### src/rtl/uart_transmitter.sv
`timescale 1ns/1ps
// UART transmit path: byte FIFO feeding an 8N1/8E1 serialiser.
// Bit timing comes entirely from the external clken baud pulse.
module uart_transmitter #(
  parameter int FIFO_DEPTH = 4,
  parameter int PARITY_EN  = 0
) (
  input  logic       clk,
  input  logic       rst,
  input  logic       clken,
  input  logic       wr_en,
  input  logic [7:0] din,
  output logic       tx,
  output logic       full,
  output logic       busy,
  output logic       overflow
);

  localparam int PW = $clog2(FIFO_DEPTH);
  localparam logic [PW:0] FULL_CNT = (PW+1)'(FIFO_DEPTH);
  localparam logic [PW:0] ONE      = (PW+1)'(1);

  typedef enum logic [2:0] {
    IDLE,
    START,
    DATA,
    PARITY,
    STOP
  } state_t;

  state_t        state;
  logic [7:0]    mem [FIFO_DEPTH];
  logic [PW-1:0] wr_ptr;
  logic [PW-1:0] rd_ptr;
  logic [PW:0]   count;
  logic [7:0]    shreg;
  logic [2:0]    bit_cnt;
  logic          empty;
  logic          push;
  logic          pop;

  assign empty = (count == '0);
  assign full  = (count == FULL_CNT);
  assign busy  = (state != IDLE) || !empty;
  assign push  = wr_en && !full && !rst;
  // Count is sampled before the edge, so a fresh push is never popped at once
  assign pop   = clken && !rst && !empty &&
                 ((state == IDLE) || (state == STOP));

  always_ff @(posedge clk) begin
    if (push) mem[wr_ptr] <= din;
  end

  always_ff @(posedge clk) begin
    if (rst) begin
      wr_ptr   <= '0;
      rd_ptr   <= '0;
      count    <= '0;
      overflow <= 1'b0;
    end else begin
      overflow <= wr_en && full;
      if (push) wr_ptr <= wr_ptr + PW'(1);
      if (pop)  rd_ptr <= rd_ptr + PW'(1);
      unique case ({push, pop})
        2'b10:   count <= count + ONE;
        2'b01:   count <= count - ONE;
        default: count <= count;
      endcase
    end
  end

  always_ff @(posedge clk) begin
    if (rst) begin
      state   <= IDLE;
      tx      <= 1'b1;
      shreg   <= '0;
      bit_cnt <= '0;
    end else if (clken) begin
      unique case (state)
        IDLE: begin
          tx <= empty;
          if (!empty) begin
            shreg <= mem[rd_ptr];
            state <= START;
          end
        end
        START: begin
          tx      <= shreg[0];
          bit_cnt <= '0;
          state   <= DATA;
        end
        DATA: begin
          if (bit_cnt == 3'd7) begin
            if (PARITY_EN != 0) begin
              tx    <= ^shreg;
              state <= PARITY;
            end else begin
              tx    <= 1'b1;
              state <= STOP;
            end
          end else begin
            bit_cnt <= bit_cnt + 3'd1;
            tx      <= shreg[bit_cnt + 3'd1];
          end
        end
        PARITY: begin
          tx    <= 1'b1;
          state <= STOP;
        end
        STOP: begin
          // Chain straight into the next start bit when more data waits
          if (!empty) begin
            shreg <= mem[rd_ptr];
            tx    <= 1'b0;
            state <= START;
          end else begin
            tx    <= 1'b1;
            state <= IDLE;
          end
        end
        default: begin
          tx    <= 1'b1;
          state <= IDLE;
        end
      endcase
    end
  end

endmodule

### config.mk
export PLATFORM = sky130hd
export DESIGN_NAME = uart_transmitter
export DESIGN_NICKNAME = d
export VERILOG_FILES = /design/src/rtl/uart_transmitter.sv
export SDC_FILE = /design/constraint.sdc
export NUM_CORES = 1
export LEC_CHECK = 0
export BUFFER_PORTS_ARGS = -buffer_cell sky130_fd_sc_hd__buf_2
export CAP_MARGIN = 20
export CORE_MARGIN = 5
export CORE_UTILIZATION = 40
export CTS_CLUSTER_SIZE = 12
export DETAILED_ROUTE_END_ITERATION = 6
export SETUP_SLACK_MARGIN = 0.05
export SLEW_MARGIN = 10
export SYNTH_ARGS = -nofsm -noshare
export SYNTH_HDL_FRONTEND = slang
export SYNTH_SLANG_ARGS = --single-unit
### constraint.sdc
create_clock -name clk -period 3.6 [get_ports clk]
set_input_delay 0.36 -clock clk [delete_from_list [all_inputs] [get_ports clk]]
set_output_delay 0.36 -clock clk [all_outputs]
set_load 0.005 [all_outputs]
==> results.json, run 1 <==
{
  "status": "completed",
  "wirelength_um": 3666,
  "grt_pass1_wl_um": 6237,
  "avgSynthCellArea_um2": 13.20,
  "fin_util": 0.4400,
  "first_global_vias": 1272,
  "ys_seq_elements": 55,
  "layout-drive-gt1-share": 0.1927,
  "ios": 16,
  "p_clk_frac": 0.283,
  "synth_top_flop_cell": "edfxtp_1",
  "cts_resized": 0,
  "synthesis.area_um2": 2350,
  "cp_num_buf_inv": 1,
  "tritoncts": "done",
  "cts_sinks": 55,
  "vias": 1311,
  "drtAntennaViolNets": 0,
  "internal-power_mw": 0.9063,
  "final_hold_viol_count": 0,
  "p_leak_nw": 0.8577,
  "seq_power_share": 0.600,
  "nets": 211,
  "syn_nets": 198,
  "setup-tns-final_ns": 0,
  "p_sw_mw": 0.2974,
  "die_h_um": 86.65,
  "switching_share": 0.2471,
  "post_cts_buffers": 0,
  "wl_per_cell_um": 13.73,
  "start_util": 0.4040,
  "drtIter0Drc": 33,
  "num_antenna_cells": 0,
  "slew_headroom": 0.5711,
  "cp_common_cell": "nor2_1",
  "synth-seq-area-share": 0.6049,
  "rows": 28,
  "fillers": 566,
  "grt.total_usage": 0.1064,
  "drv_slew": 0,
  "h-tree-depth": 2,
  "critPathArrivalTime_ns": 2.53,
  "worst_pin_slew_ns": 0.6424,
  "core_um2": 5816,
  "cp_max_fo": 11,
  "max_freq_ghz": 0.4354,
  "clockBufferDepth": 2,
  "path_clk_slew_ns": 0.10,
  "setup_violations": 0,
  "p_per_area_nw_per_um2": 470.4,
  "synthArstFlopShare": 0,
  "drcViolationCount": 0,
  "first_pass_iters": 4,
  "worstSetupStartpointType": "flip-flop",
  "dpl.hpwl_um": 2550,
  "area_growth_pct": 8.892,
  "slowest_stage": "dfxtp_1",
  "cp_top_family": "simple AND/OR/NAND/NOR gates",
  "cpPeakStageDelay_ns": 0.41,
  "clk_latency_ns": 0.31,
  "rsz0062_at_grt": "no",
  "ff_latch_area_um2": 1421,
  "fin_crit_sh": 0.6380,
  "vdd_drop_max_mv": 0.2406,
  "avgViaCountPerCell": 4.910,
  "p_comb_frac": 0.116,
  "crit_chain": "nor2_1 > nand3_2 > nor2_1 > ha_1 > inv_1 > fa_1 > xor2_1 > or3_1 > a21oi_1",
  "grt_max_degree": 26,
  "numPortBuffers": 15,
  "die_area_um2": 7507,
  "synth-edff-count": 32,
  "cts-root-buf": "clkbuf_8",
  "multiInputGateArea_um2": 853.3,
  "synth_cell_types": 39,
  "ctsHoldBuffers": 0,
  "critPathCaptureType": "flip-flop",
  "place_congestion": 0.7429,
  "gr-total-overflow": 0,
  "period_minus_slack_ns": 2.297,
  "cts_buffers": 5,
  "antenna_found_initial": 0,
  "finalPower_mw": 1.204,
  "synthCells": 178,
  "fp.dieW_um": 86.65,
  "worstSetupPathType": "reg -> reg",
  "ys_warn_count": 0,
  "skew_ns": 0.006336,
  "drv_cap": 0,
  "hold_path.class": "in -> reg",
  "required_ns": 3.84
}
-- kinds of logic after synthesis --
group / share of synthesized area
muxes: 0.09478
adders and majority gates: 0.04579
xor gates and xnor gates: 0.02184
buffers and inverters: 0.03195
and+or+nand+nor: 0.1225
AOI/OAI and AO/OA: 0.07828
DFF: 0.6049
-- Yosys cell counts, drive strengths merged, types with 3 or more instances --
master / number / area share
o21ai: 3 / 0.0064
ha: 7 / 0.037
nor2: 10 / 0.016
a21oi: 15 / 0.032
dfxtp: 23 / 0.20
mux4: 9 / 0.086
edfxtp: 32 / 0.41
nand2b: 3 / 0.0080
o2111ai: 3 / 0.011
and2: 4 / 0.011
xor2: 3 / 0.011
inv: 7 / 0.011
buf: 4 / 0.012
nand2: 22 / 0.035
nor3b: 4 / 0.017
clkbuf: 5 / 0.0085
-- sequential cells by signal (all words and copies together) (netlist names) --
signal	count
bit_cnt	3
count	3
wr_ptr	2
overflow	1
shreg	8
mem	32
state	3
rd_ptr	2
tx	1
-- layout by cell type, fill, tap and decap left out, types with 3 or more instances in the layout --
| cell type | instances |
|---|---|
| inv_1 | 7 |
| mux4_2 | 9 |
| ha_1 | 7 |
| a21oi_1 | 15 |
| clkbuf_8 | 5 |
| and2_1 | 4 |
| nand2_1 | 22 |
| nand2b_1 | 3 |
| o2111ai_1 | 3 |
| dfxtp_1 | 23 |
| buf_2 | 15 |
| o21ai_0 | 3 |
| xor2_1 | 3 |
| nor2_1 | 10 |
| edfxtp_1 | 32 |
-- worst paths after layout --
path	startpoint	slack, ns	end	cells after the start
worst max-delay path	state[0]	1.30	count[2]	9
worst min-delay path	din[2]	0.26	mem[1][2]	1
worst max register to register	state[0]	1.30	count[2]	9
worst min register to register	shreg[4]	0.46	shreg[4]	2
-- cell type report --
cell class,count,area share
clock buffers,6,0.02836
clock inverters,2,0.006357
inverters,7,0.01027
multi-input cells,107,0.3335
flip-flops and latches,55,0.5555
well taps,75,0.03667
repair buffers,15,0.02934
-- routing by layer --
layer  wire length [um]  global-route usage  up-vias
li1                   -                   -      672
met1               1798              0.1459      619
met2               1686              0.1620       16
met3                142             0.03232        4
met4                 38             0.03399        0
met5                  0                   0        -
-- power by group through the flow --
stage,Clock [mW],Combinational [mW],Sequential [mW]
2_1_floorplan,0,0.128,0.719
3_3_place_gp,0,0.142,0.738
3_5_place_dp,0,0.143,0.738
4_1_cts,0.356,0.143,0.724
5_1_grt,0.380,0.157,0.729
6_report,0.341,0.140,0.723
-- metrics by stage --
| step | hold WS (ns) | cell area, um2 | std cells | setup slack, ns |
|---|---|---|---|---|
| after CTS | 0.2459 | 2559 | 267 | 1.274 |
| final | 0.2632 | 2559 | 267 | 1.303 |
| after global placement | 0.4488 | 2470 | 259 | 1.362 |
| after floorplan | 0.4332 | 2350 | 178 | 1.475 |
| after detailed placement | 0.4497 | 2470 | 259 | 1.289 |
| after global routing | 0.2538 | 2559 | 267 | 1.147 |
Note: power is estimated with default switching activity, not from simulation.
==> inputs of run 2 (changes only) <==
==> constraint.sdc (replaced) <==
create_clock -name clk -period 2.2 [get_ports clk]
set_input_delay 0.22 -clock clk [delete_from_list [all_inputs] [get_ports clk]]
set_output_delay 0.22 -clock clk [all_outputs]
set_load 0.005 [all_outputs]
==> run 2 against run 1 <==
Compared with the run above: sequential power up 62%; clock skew is essentially flat; clock-buffer cell count is 1 lower; largest power group unchanged; fmax is 15% higher.
==> results.json, run 2 (synthesized netlist as in run 1, its figures left out) <==
{
  "slew_headroom": 0.6689,
  "p_leak_nw": 0.9043,
  "path_clk_slew_ns": 0.10,
  "largestRegisters": "mem x32, shreg x8",
  "hold_path.class": "in -> reg",
  "drtAntennaViolNets": 0,
  "cp.depth": 9,
  "clk_latency_ns": 0.30,
  "drv_cap": 0,
  "wl_met2_um": 2007,
  "start_util": 0.4040,
  "period_minus_slack_ns": 2.005,
  "cts_resized": 0,
  "finalPower_mw": 2.017,
  "largest_reg_flops": 32,
  "p_sw_mw": 0.5101,
  "numPortBuffers": 15,
  "vdd_drop_max_mv": 0.4720,
  "drtIter0Drc": 49,
  "r2r-start": "count[0]",
  "num_antenna_cells": 0,
  "area_growth_pct": 12.89,
  "ctsHoldBuffers": 0,
  "top_layer": "met4",
  "r2r_slack_ns": 0.19,
  "status": "completed",
  "wl_per_cell_um": 14.56,
  "worstSetupPathType": "reg -> reg",
  "rsz0062_at_grt": "no",
  "skew_ns": 0.005910,
  "die_area_um2": 7507,
  "p_comb_frac": 0.139,
  "first_global_vias": 1372,
  "drcViolationCount": 0,
  "hold_end": "mem[2][7]",
  "cts_buffers": 5,
  "cts-root-buf": "clkbuf_8",
  "dpl.cell_count": 267,
  "worstSetupStartpointType": "flip-flop",
  "finalNonFillerCells": 275,
  "grt_pass1_wl_um": 6582,
  "antenna_found_initial": 0,
  "worst_pin_slew_ns": 0.4966,
  "nets": 219,
  "regMostFlops": "mem",
  "most-common-layout-cells": "edfxtp_1, nand2_1, dfxtp_1",
  "place_congestion": 0.7247,
  "grt_max_degree": 22,
  "post_cts_buffers": 0,
  "r2r-end": "count[2]",
  "drv_slew": 0,
  "h-tree-depth": 2,
  "max_freq_ghz": 0.4987,
  "min_path_cells": 1,
  "hp-start": "din[7]",
  "grt.total_usage": 0.1146,
  "switching_share": 0.2528,
  "fp.dieW_um": 86.65,
  "cp_num_buf_inv": 1,
  "internal-power_mw": 1.507,
  "cp_max_fo": 5,
  "crit_chain": "or3_4 > nand3_2 > nor2_1 > ha_1 > inv_1 > fa_1 > xor2_1 > or3_1 > a21oi_1",
  "slowest_stage": "dfxtp_2",
  "vias": 1354,
  "wl_met3_um": 146,
  "rows": 28,
  "drt-met1-wl_um": 1830,
  "final_hold_viol_count": 0,
  "setup-tns-final_ns": 0,
  "tritoncts": "done",
  "first_pass_iters": 4,
  "p_per_area_nw_per_um2": 760.5,
  "avgViaCountPerCell": 4.924,
  "layout-drive-gt1-share": 0.2550,
  "critPathArrivalTime_ns": 2.25,
  "layout_commonest_cell": "edfxtp_1",
  "setup_violations": 0,
  "dpl.hpwl_um": 2809,
  "worst-r2r-cell-count": 9,
  "cpPeakStageDelay_ns": 0.39,
  "core_um2": 5816,
  "die_h_um": 86.65,
  "wirelength_um": 4005,
  "cts_sinks": 55,
  "gr-total-overflow": 0,
  "clockBufferDepth": 2,
  "required_ns": 2.44,
  "critPathCaptureType": "flip-flop",
  "cp_top_family": "simple AND/OR/NAND/NOR gates",
  "p_clk_frac": 0.279,
  "ios": 16,
  "fin_crit_sh": 0.9115,
  "seq_power_share": 0.582
}
-- run 2: how the worst max path moves through the flow --
stage                          end     start  slack (ns)
after detailed placement  count[2]  count[2]        0.08
final                     count[2]  count[0]        0.19
after floorplan           count[2]  count[0]        0.07
after global placement    count[2]  count[2]        0.16
after global routing      count[2]  count[0]        0.05
after CTS                 count[2]  count[2]        0.05
-- run 2: power groups by stage --
stage          Sequential, mW  Clock, mW  Combinational, mW
2_1_floorplan            1.18          0              0.210
3_3_place_gp             1.19          0              0.278
3_5_place_dp             1.19          0              0.279
4_1_cts                  1.17      0.591              0.282
5_1_grt                  1.18      0.626              0.315
6_report                 1.17      0.564              0.279
-- run 2: routing by layer --
metal  global-route usage  vias up
li1                     -      690
met1               0.1396      644
met2               0.1975       18
met3              0.03232        2
met4              0.03399        0
met5                    0        -
-- run 2: worst register-to-register path, cell delays in order, from the launching register on --
cell	delay, ns
dfxtp_2	0.39
or3_4	0.16
nand3_2	0.08
nor2_1	0.10
ha_1	0.18
inv_1	0.06
fa_1	0.37
xor2_1	0.15
or3_1	0.31
a21oi_1	0.13
-- run 2: final cells by class --
| cell class | instances | area, um2 |
|---|---|---|
| multi-input combinational | 107 | 867.1 |
| timing repair buffer | 23 | 147.6 |
| inverter | 7 | 26.28 |
| fill | 558 | 3163 |
| sequential | 55 | 1425 |
| clock buffer | 5 | 68.82 |
| clock inverter | 3 | 23.77 |
| tap | 75 | 93.84 |
-- run 2: per-stage QoR --
step	hold WS, ns	worst slack (ns)	utilization	area (um2)
after floorplan	0.3189	0.07499	-	2350
after global placement	0.4373	0.1557	0.4372	2542
after detailed placement	0.4409	0.08162	0.4372	2542
after CTS	0.1144	0.05487	0.4531	2635
after global routing	0.1115	0.05182	0.4561	2653
final	0.1262	0.1948	0.4561	2653
